File: src/rtl/gpio_pkg.sv
`timescale 1ns/1ps
`default_nettype none
// ============================================================================
// Module   : gpio_pkg
// Purpose  : Shared constants and types for the APB GPIO block.
//            Register word indices (as decoded from PADDR[4:2]), the APB
//            handshake state type, and BSRR / width limits.
// Ports    : none (package)
// Revision : 1.0 - initial release
// ============================================================================
package gpio_pkg;

  localparam int MAX_WIDTH      = 16;
  // BSRR upper half-word clears ODR bits
  localparam int BSRR_CLR_SHIFT = 16;

  // Word indices, i.e. byte offset >> 2
  localparam logic [2:0] MODER_OFS   = 3'd0;  // 0x00
  localparam logic [2:0] IDR_OFS     = 3'd1;  // 0x04
  localparam logic [2:0] ODR_OFS     = 3'd2;  // 0x08
  localparam logic [2:0] BSRR_OFS    = 3'd3;  // 0x0C
  localparam logic [2:0] RISE_EN_OFS = 3'd4;  // 0x10
  localparam logic [2:0] FALL_EN_OFS = 3'd5;  // 0x14
  localparam logic [2:0] ISR_OFS     = 3'd6;  // 0x18

  typedef enum logic {IDLE, ACK} apb_state_e;

endpackage
`default_nettype wire

File: src/rtl/gpio_sync.sv
`timescale 1ns/1ps
`default_nettype none
// ============================================================================
// Module   : gpio_sync
// Purpose  : Per-pin input synchroniser chain plus a one-cycle-delayed copy
//            of the synchronised value, giving raw edge strobes.
// Ports    : clk, rst        - clock, async active-high reset
//            pin_in          - asynchronous pin inputs
//            out_mode        - per-pin output mode (MODER); suppresses edges
//            sync            - last synchroniser stage
//            rise_raw        - sync 0->1 on an input-mode pin
//            fall_raw        - sync 1->0 on an input-mode pin
// Revision : 1.0 - initial release
// ============================================================================
module gpio_sync
  import gpio_pkg::*;
#(
  parameter int WIDTH       = 8,
  parameter int SYNC_STAGES = 2
) (
  input  logic             clk,
  input  logic             rst,
  input  logic [WIDTH-1:0] pin_in,
  input  logic [WIDTH-1:0] out_mode,
  output logic [WIDTH-1:0] sync,
  output logic [WIDTH-1:0] rise_raw,
  output logic [WIDTH-1:0] fall_raw
);

  logic [WIDTH-1:0] chain [SYNC_STAGES];
  logic [WIDTH-1:0] prev;

  always_ff @(posedge clk or posedge rst) begin
    if (rst) begin
      for (int s = 0; s < SYNC_STAGES; s++) begin
        chain[s] <= '0;
      end
      prev <= '0;
    end else begin
      chain[0] <= pin_in;
      for (int s = 1; s < SYNC_STAGES; s++) begin
        chain[s] <= chain[s-1];
      end
      // prev follows sync unconditionally, so it is already current when a
      // pin flips from output to input and no stale edge can appear.
      prev <= chain[SYNC_STAGES-1];
    end
  end

  assign sync     = chain[SYNC_STAGES-1];
  assign rise_raw =  sync & ~prev & ~out_mode;
  assign fall_raw = ~sync &  prev & ~out_mode;

endmodule
`default_nettype wire

File: src/rtl/apb_gpio.sv
`timescale 1ns/1ps
`default_nettype none
// ============================================================================
// Module   : apb_gpio
// Purpose  : APB slave bidirectional GPIO port with per-bit direction,
//            atomic set/clear (BSRR), synchronised inputs and optional
//            edge-triggered interrupts. One wait state per transfer.
// Ports    : PCLK, PRESET    - clock, async active-high reset
//            PADDR..PSEL     - APB request (PADDR[4:2] decoded)
//            PRDATA, PREADY, PSLVERR - APB response, valid while PREADY=1
//            ioIn            - asynchronous pin inputs
//            ioOut, ioOe     - pin data (ODR) and output enable (MODER)
//            irq             - registered OR of ISR
// Config   : `define GPIO_IRQ_EN to build RISE_EN/FALL_EN/ISR and irq.
//            Without it offsets 0x10-0x18 return PSLVERR and irq is 0.
// Revision : 1.0 - initial release
// ============================================================================
module apb_gpio
  import gpio_pkg::*;
#(
  parameter int WIDTH       = 8,
  parameter int SYNC_STAGES = 2
) (
  input  logic             PCLK,
  input  logic             PRESET,
  input  logic [31:0]      PADDR,
  input  logic [31:0]      PWDATA,
  input  logic             PWRITE,
  input  logic             PENABLE,
  input  logic             PSEL,
  output logic [31:0]      PRDATA,
  output logic             PREADY,
  output logic             PSLVERR,
  input  logic [WIDTH-1:0] ioIn,
  output logic [WIDTH-1:0] ioOut,
  output logic [WIDTH-1:0] ioOe,
  output logic             irq
);

  apb_state_e state, state_next;
  logic       access;
  logic       wr_en;
  logic [2:0] ofs;
  logic       addr_err;
  logic [31:0] rdata_mux;

  logic [WIDTH-1:0] moder;
  logic [WIDTH-1:0] odr;
  logic [WIDTH-1:0] idr;
  logic [WIDTH-1:0] sync;
  logic [WIDTH-1:0] rise_raw;
  logic [WIDTH-1:0] fall_raw;
  logic [WIDTH-1:0] bsrr_set;
  logic [WIDTH-1:0] bsrr_clr;

  // Only PADDR[4:2] and the low PWDATA bits carry meaning
  logic unused_apb;
  assign unused_apb = ^{PADDR[31:5], PADDR[1:0], PWDATA};

  // --------------------------------------------------------------------------
  // Input synchroniser and edge strobes
  // --------------------------------------------------------------------------
  gpio_sync #(
    .WIDTH       (WIDTH),
    .SYNC_STAGES (SYNC_STAGES)
  ) u_sync (
    .clk      (PCLK),
    .rst      (PRESET),
    .pin_in   (ioIn),
    .out_mode (moder),
    .sync     (sync),
    .rise_raw (rise_raw),
    .fall_raw (fall_raw)
  );

  assign idr = (moder & odr) | (~moder & sync);

  // --------------------------------------------------------------------------
  // APB handshake
  // --------------------------------------------------------------------------
  always_ff @(posedge PCLK or posedge PRESET) begin
    if (PRESET) begin
      state <= IDLE;
    end else begin
      state <= state_next;
    end
  end

  always_comb begin
    state_next = state;
    access     = 1'b0;
    case (state)
      IDLE: begin
        if (PSEL && PENABLE && !PREADY) begin
          state_next = ACK;
          access     = 1'b1;
        end
      end
      ACK: begin
        state_next = IDLE;
      end
      default: begin
        state_next = IDLE;
      end
    endcase
  end

  // PREADY decodes the state register directly, so reset drops it at once
  assign PREADY = (state == ACK);
  assign ofs    = PADDR[4:2];
  assign wr_en  = access && PWRITE && !addr_err;

  assign bsrr_set = PWDATA[WIDTH-1:0];
  assign bsrr_clr = PWDATA[BSRR_CLR_SHIFT +: WIDTH];

`ifdef GPIO_IRQ_EN
  logic [WIDTH-1:0] rise_en;
  logic [WIDTH-1:0] fall_en;
  logic [WIDTH-1:0] isr;
  logic [WIDTH-1:0] isr_set;
  logic [WIDTH-1:0] isr_clr;
  logic             irq_q;
`endif

  // --------------------------------------------------------------------------
  // Read mux / address decode
  // --------------------------------------------------------------------------
  always_comb begin
    rdata_mux = '0;
    addr_err  = 1'b0;
    case (ofs)
      MODER_OFS:   rdata_mux = 32'(moder);
      IDR_OFS:     rdata_mux = 32'(idr);
      ODR_OFS:     rdata_mux = 32'(odr);
      BSRR_OFS:    rdata_mux = '0;
`ifdef GPIO_IRQ_EN
      RISE_EN_OFS: rdata_mux = 32'(rise_en);
      FALL_EN_OFS: rdata_mux = 32'(fall_en);
      ISR_OFS:     rdata_mux = 32'(isr);
`endif
      default:     addr_err  = 1'b1;
    endcase
  end

  // Response registers: loaded on the edge entering ACK, zero otherwise
  always_ff @(posedge PCLK or posedge PRESET) begin
    if (PRESET) begin
      PRDATA  <= '0;
      PSLVERR <= 1'b0;
    end else begin
      PRDATA  <= (access && !PWRITE && !addr_err) ? rdata_mux : '0;
      PSLVERR <= access && addr_err;
    end
  end

  // --------------------------------------------------------------------------
  // MODER / ODR
  // --------------------------------------------------------------------------
  always_ff @(posedge PCLK or posedge PRESET) begin
    if (PRESET) begin
      moder <= '0;
      odr   <= '0;
    end else if (wr_en) begin
      case (ofs)
        MODER_OFS: moder <= PWDATA[WIDTH-1:0];
        ODR_OFS:   odr   <= PWDATA[WIDTH-1:0];
        // clear first, then set, so set wins on a shared bit
        BSRR_OFS:  odr   <= (odr & ~bsrr_clr) | bsrr_set;
        default:   ;
      endcase
    end
  end

  assign ioOut = odr;
  assign ioOe  = moder;

  // --------------------------------------------------------------------------
  // Interrupt logic
  // --------------------------------------------------------------------------
`ifdef GPIO_IRQ_EN
  assign isr_set = (rise_raw & rise_en) | (fall_raw & fall_en);
  assign isr_clr = (wr_en && (ofs == ISR_OFS)) ? PWDATA[WIDTH-1:0] : '0;

  always_ff @(posedge PCLK or posedge PRESET) begin
    if (PRESET) begin
      rise_en <= '0;
      fall_en <= '0;
      isr     <= '0;
      irq_q   <= 1'b0;
    end else begin
      if (wr_en && (ofs == RISE_EN_OFS)) rise_en <= PWDATA[WIDTH-1:0];
      if (wr_en && (ofs == FALL_EN_OFS)) fall_en <= PWDATA[WIDTH-1:0];
      // hardware set applied after W1C, so a coincident edge is kept
      isr   <= (isr & ~isr_clr) | isr_set;
      irq_q <= |isr;
    end
  end

  assign irq = irq_q;
`else
  logic unused_edges;
  assign unused_edges = ^{rise_raw, fall_raw};
  assign irq          = 1'b0;
`endif

endmodule
`default_nettype wire

File: config.mk
export PLATFORM = sky130hd
export DESIGN_NAME = apb_gpio
export DESIGN_NICKNAME = d
export VERILOG_FILES = /design/src/rtl/gpio_pkg.sv /design/src/rtl/gpio_sync.sv /design/src/rtl/apb_gpio.sv
export SDC_FILE = /design/constraint.sdc
export NUM_CORES = 1
export LEC_CHECK = 0
export CORE_ASPECT_RATIO = 1.4
export CORE_UTILIZATION = 32
export CTS_CLUSTER_DIAMETER = 50
export CTS_CLUSTER_SIZE = 30
export DETAILED_ROUTE_END_ITERATION = 8
export GPL_TIMING_DRIVEN = 0
export PLACE_DENSITY = 0.75
export SLEW_MARGIN = 20
export SYNTH_ARGS = -nofsm -noshare
export SYNTH_HDL_FRONTEND = slang
export SYNTH_SLANG_ARGS = --single-unit
File: constraint.sdc
create_clock -name PCLK -period 1.35 [get_ports PCLK]
set_input_delay 0.135 -clock PCLK [delete_from_list [all_inputs] [get_ports PCLK]]
set_output_delay 0.135 -clock PCLK [all_outputs]
set_load 0.005 [all_outputs]
==> Flow_metrics.wiki <==
{| class="wikitable"
! Metric !! Value
|-
| Ordered cell list for the critical path || and4b_1 -> buf_6 -> nand2_8 -> mux2_1
|-
| Comb power frac || 28.4%
|-
| Final setup violation count || 0
|-
| Netlist area before placement || 1920 sq um
|-
| N_diodes || 0
|-
| Worst endpoint required time || 1.53 ns
|-
| Post-synthesis register bit count || 42
|-
| Reg2Reg Launch Point || PREADY$_DFF_PP0_
|-
| CTS clock-pin slew for the worst setup and hold paths || 0.08 ns
|-
| DRC violation count after routing || 0
|-
| Library cell contributing the largest single delay on the critical path || sky130_fd_sc_hd__dfrtp_1
|-
| Setup ws final || 0.00353 ns
|-
| Vias in the first global route || 1526
|-
| Setup slack of the worst register-to-register path || 0.004 ns
|-
| Commonest cells in the synthesized netlist || 42 x sky130_fd_sc_hd__dfrtp_1, 25 x sky130_fd_sc_hd__buf_4, 9 x sky130_fd_sc_hd__nand2_1, 9 x sky130_fd_sc_hd__nor2_1
|-
| Gpl congestion || 0.752
|-
| Final antenna-violating net count || 0
|-
| Layout overhead on the synthesized area || 58.1%
|-
| Type of the tightest min-delay check || input port to async pin
|-
| I/O pin total || 128
|-
| Kind of launch point of the worst setup path || register
|-
| Die outline width || 67.5 microns
|-
| Clock Tree Root || sky130_fd_sc_hd__clkbuf_8
|-
| Count of clock tree sinks || 42
|-
| Largest cells by area after synthesis || sky130_fd_sc_hd__dfrtp_1 55%, sky130_fd_sc_hd__buf_4 9.8%, sky130_fd_sc_hd__mux2_1 4.7%
|-
| DR vias/cell || 4.48
|-
| CP delay by family, top || flip-flops
|-
| Overall die height || 93.8 microns
|-
| Average cell area after synthesis || 11.6 sq um
|-
| Placeable core area || 5820 sq um
|-
| Count of flip-flops with a built-in enable after synthesis || 0
|-
| Clock tree buffer depth || 2
|-
| Internal power of the cells || 2.55 mW
|-
| Top sig layer || met4
|-
| Share of power burned in registers || 42.8%
|-
| Highest clock rate || 0.743 GHz
|-
| Number of optimization iterations in the first detailed-route pass || 4
|-
| Share of Yosys cell area claimed by the top area cell type || 54.6%
|-
| Starting Density || 33.1%
|-
| Worst clock skew || 0.00870 ns
|-
| M1 WL || 1.82 mm
|-
| Portion of the post-synthesis area used by sequential elements || 54.6%
|-
| Num CTS Buffers || 5
|-
| Global-route wire length before repair || 7.65 mm
|-
| Worst slack, placed || -0.420 ns
|-
| Largest net degree at the start of global routing || 23
|-
| Total Wirelength || 5.02 mm
|-
| Yosys top cell by area || sky130_fd_sc_hd__dfrtp_1
|-
| Final Core Density || 52.3%
|-
| Minimum clock period after layout || 1.35 ns
|-
| Most repeated cell in the gate-level netlist after synthesis || sky130_fd_sc_hd__dfrtp_1
|-
| Unrepaired setup endpoints after global routing || true
|-
| DPL Wire Length || 3.18 mm
|-
| Share of post-route cells with drive strength above 1 || 27.7%
|-
| Worst reg2reg path depth || 4
|-
| CTS HTree Levels || 2
|-
| Result of the run || completed
|-
| Worst Path Class, Setup || register to register
|-
| Number of DRC markers after the initial detailed-route iteration || 58
|-
| Floorplan die area || 6330 sq um
|-
| Proportion of power drawn by the clock network || 28.7%
|-
| Tot GR Track Use || 16.8%
|-
| Post-Syn Instances || 166
|-
| Number of buffers added on ports || 56
|-
| Maximum cell stage delay along the critical path || 0.40 ns
|-
| Capturing element type of the critical path || register
|-
| R2r endpoint || ioOe[2]$_DFFE_PP0P_
|-
| Share of synthesized flip-flops with an asynchronous set or reset || 100%
|-
| Sw Pwr || 865 uW
|-
| Final Slew Violations || 0
|-
| Leakage component of the power || 1.51 nW
|-
| Bufs and invs on worst path || 1
|-
| Data arrival time of the critical path || 1.53 ns
|-
| Final hold viol count || 0
|-
| Peak supply drop || 0.439 mV
|-
| Cell Rows || 33
|-
| Clock insertion delay at the later pin of the skew report || 0.29 ns
|-
| Vias post-DR || 1560
|-
| Antenna violations before repair || 0
|-
| TritonCTS clock tree || yes
|-
| Pwr/cell area || 1120 nW/um^2
|-
| Largest fanout on the critical path || 8
|-
| WL met3 || 410 microns
|-
| Cts hold-fix bufs || 0
|-
| Overflow after GRT || 0
|-
| Commonest register cell after synthesis || sky130_fd_sc_hd__dfrtp_1
|-
| Switching share of total power || 25.3%
|-
| Max cap viols || 0
|-
| Met2 Routed Length || 2.73 mm
|-
| Post-synth cell types || 25
|-
| Total number of nets in the final design || 354
|-
| Final worst path period share || 99.7%
|-
| Syn. warnings || 0
|-
| Routed WL per cell || 14.4 microns
|}
==> worst register-to-register path, cell delays in order, from the launching register on <==
cell and delay, ns:
sky130_fd_sc_hd__dfrtp_1 0.40, sky130_fd_sc_hd__and4b_1 0.27, sky130_fd_sc_hd__buf_6 0.14, sky130_fd_sc_hd__nand2_8 0.10
sky130_fd_sc_hd__mux2_1 0.32
==> stage by stage <==
step / setup TNS (ns) / instances / area, sq um / total power, mW / hold slack (ns)
2_1_floorplan: -0.0169 / 190 / 2020 / 1.83 / 0.166
3_3_place_gp: -33.75 / 316 / 2670 / 2.19 / 0.333
3_5_place_dp: -7.46 / 317 / 2700 / 2.23 / 0.336
4_1_cts: 0 / 343 / 2970 / 3.36 / 0.198
5_1_grt: -0.289 / 348 / 3040 / 3.60 / 0.255
6_report: 0 / 348 / 3040 / 3.42 / 0.184
==> kinds of logic after synthesis <==
kind of cell	after synthesis	synth area share [%]
other cells	1	0.195
flops	42	54.6
simple gates	49	14.4
mux	16	8.84
buf+inv	33	12.7
compound gates	25	9.30
==> power groups by stage <==
| stage | registers [mW] | clock network (mW) | logic [mW] |
|---|---|---|---|
| floorplan | 1.52 | 0 | 0.307 |
| global placement | 1.53 | 0 | 0.661 |
| detailed placement | 1.54 | 0 | 0.687 |
| CTS | 1.46 | 1.00 | 0.896 |
| global route | 1.48 | 1.07 | 1.05 |
| finish | 1.46 | 0.982 | 0.972 |
==> repair_timing <==
item                       in CTS  in global routing
setup endpoints to repair      41                 20
gates resized for setup         6                 11
pin swaps                       1                  0
setup buffers                  19                  5
==> cell usage in the layout, fill, tap and decap left out, types with 2 or more instances in the layout <==
cell                              synthesis  final
sky130_fd_sc_hd__o21a_1                   8      8
sky130_fd_sc_hd__mux2_4                   0      7
sky130_fd_sc_hd__nand2b_1                 8      8
sky130_fd_sc_hd__nor2_1                   9      9
sky130_fd_sc_hd__clkdlybuf4s50_1          0     51
sky130_fd_sc_hd__mux2i_1                  8      8
sky130_fd_sc_hd__nand2_1                  9      9
sky130_fd_sc_hd__buf_4                   25     48
sky130_fd_sc_hd__clkinv_2                 0      2
sky130_fd_sc_hd__dlymetal6s2s_1           0      3
sky130_fd_sc_hd__clkbuf_8                 0      5
sky130_fd_sc_hd__conb_1                   1     25
sky130_fd_sc_hd__dfrtp_1                 42     42
sky130_fd_sc_hd__buf_2                    3      3
sky130_fd_sc_hd__nor3_4                   1      2
sky130_fd_sc_hd__a22o_1                   8      8
sky130_fd_sc_hd__a21oi_1                  8      8
sky130_fd_sc_hd__buf_6                    3      2
sky130_fd_sc_hd__nand3b_1                 8      8
sky130_fd_sc_hd__nand3_1                  8      7
sky130_fd_sc_hd__dlygate4sd2_1            0      2
==> worst max-delay path by stage <==
stage | startpoint | endpoint | slack, ns | cells after the start
final | PREADY$_DFF_PP0_ | ioOe[2]$_DFFE_PP0P_ | 0.004 | 4
after global routing | PREADY$_DFF_PP0_ | ioOe[2]$_DFFE_PP0P_ | -0.03 | 4
after CTS | PREADY$_DFF_PP0_ | ioOe[5]$_DFFE_PP0P_ | 0.001 | 4
after detailed placement | PADDR[2] | PRDATA[5]$_DFF_PP0_ | -0.42 | 5
after global placement | PRESET | u_sync.sync[4]$_DFF_PP0_ | -0.64 | 2
after floorplan | PREADY$_DFF_PP0_ | ioOut[0]$_DFFE_PP0P_ | -0.002 | 5
==> layout make-up <==
cell class / count / area, sq um
plain buffers: 31 / 230
clock buffers: 5 / 68.8
clock inverters: 3 / 40.0
fillers: 542 / 2780
inverters: 1 / 3.75
multi-input cells: 115 / 776
flip-flops and latches: 42 / 1050
well taps: 70 / 87.6
repair buffers: 81 / 786
==> sequential cells by signal, summed over array words and instances (netlist names) <==
| register | flops |
|---|---|
| PRDATA | 8 |
| PREADY | 1 |
| PSLVERR | 1 |
| ioOe | 8 |
| ioOut | 8 |
| u_sync.chain | 8 |
| u_sync.sync | 8 |
==> layer usage <==
metal / vias up / track usage [%]
met5: - / 0
met1: 738 / 19.1
met3: 7 / 3.28
met2: 77 / 30.4
met4: 0 / 5.32
li1: 738 / -
(Power assumes the default switching activity.)
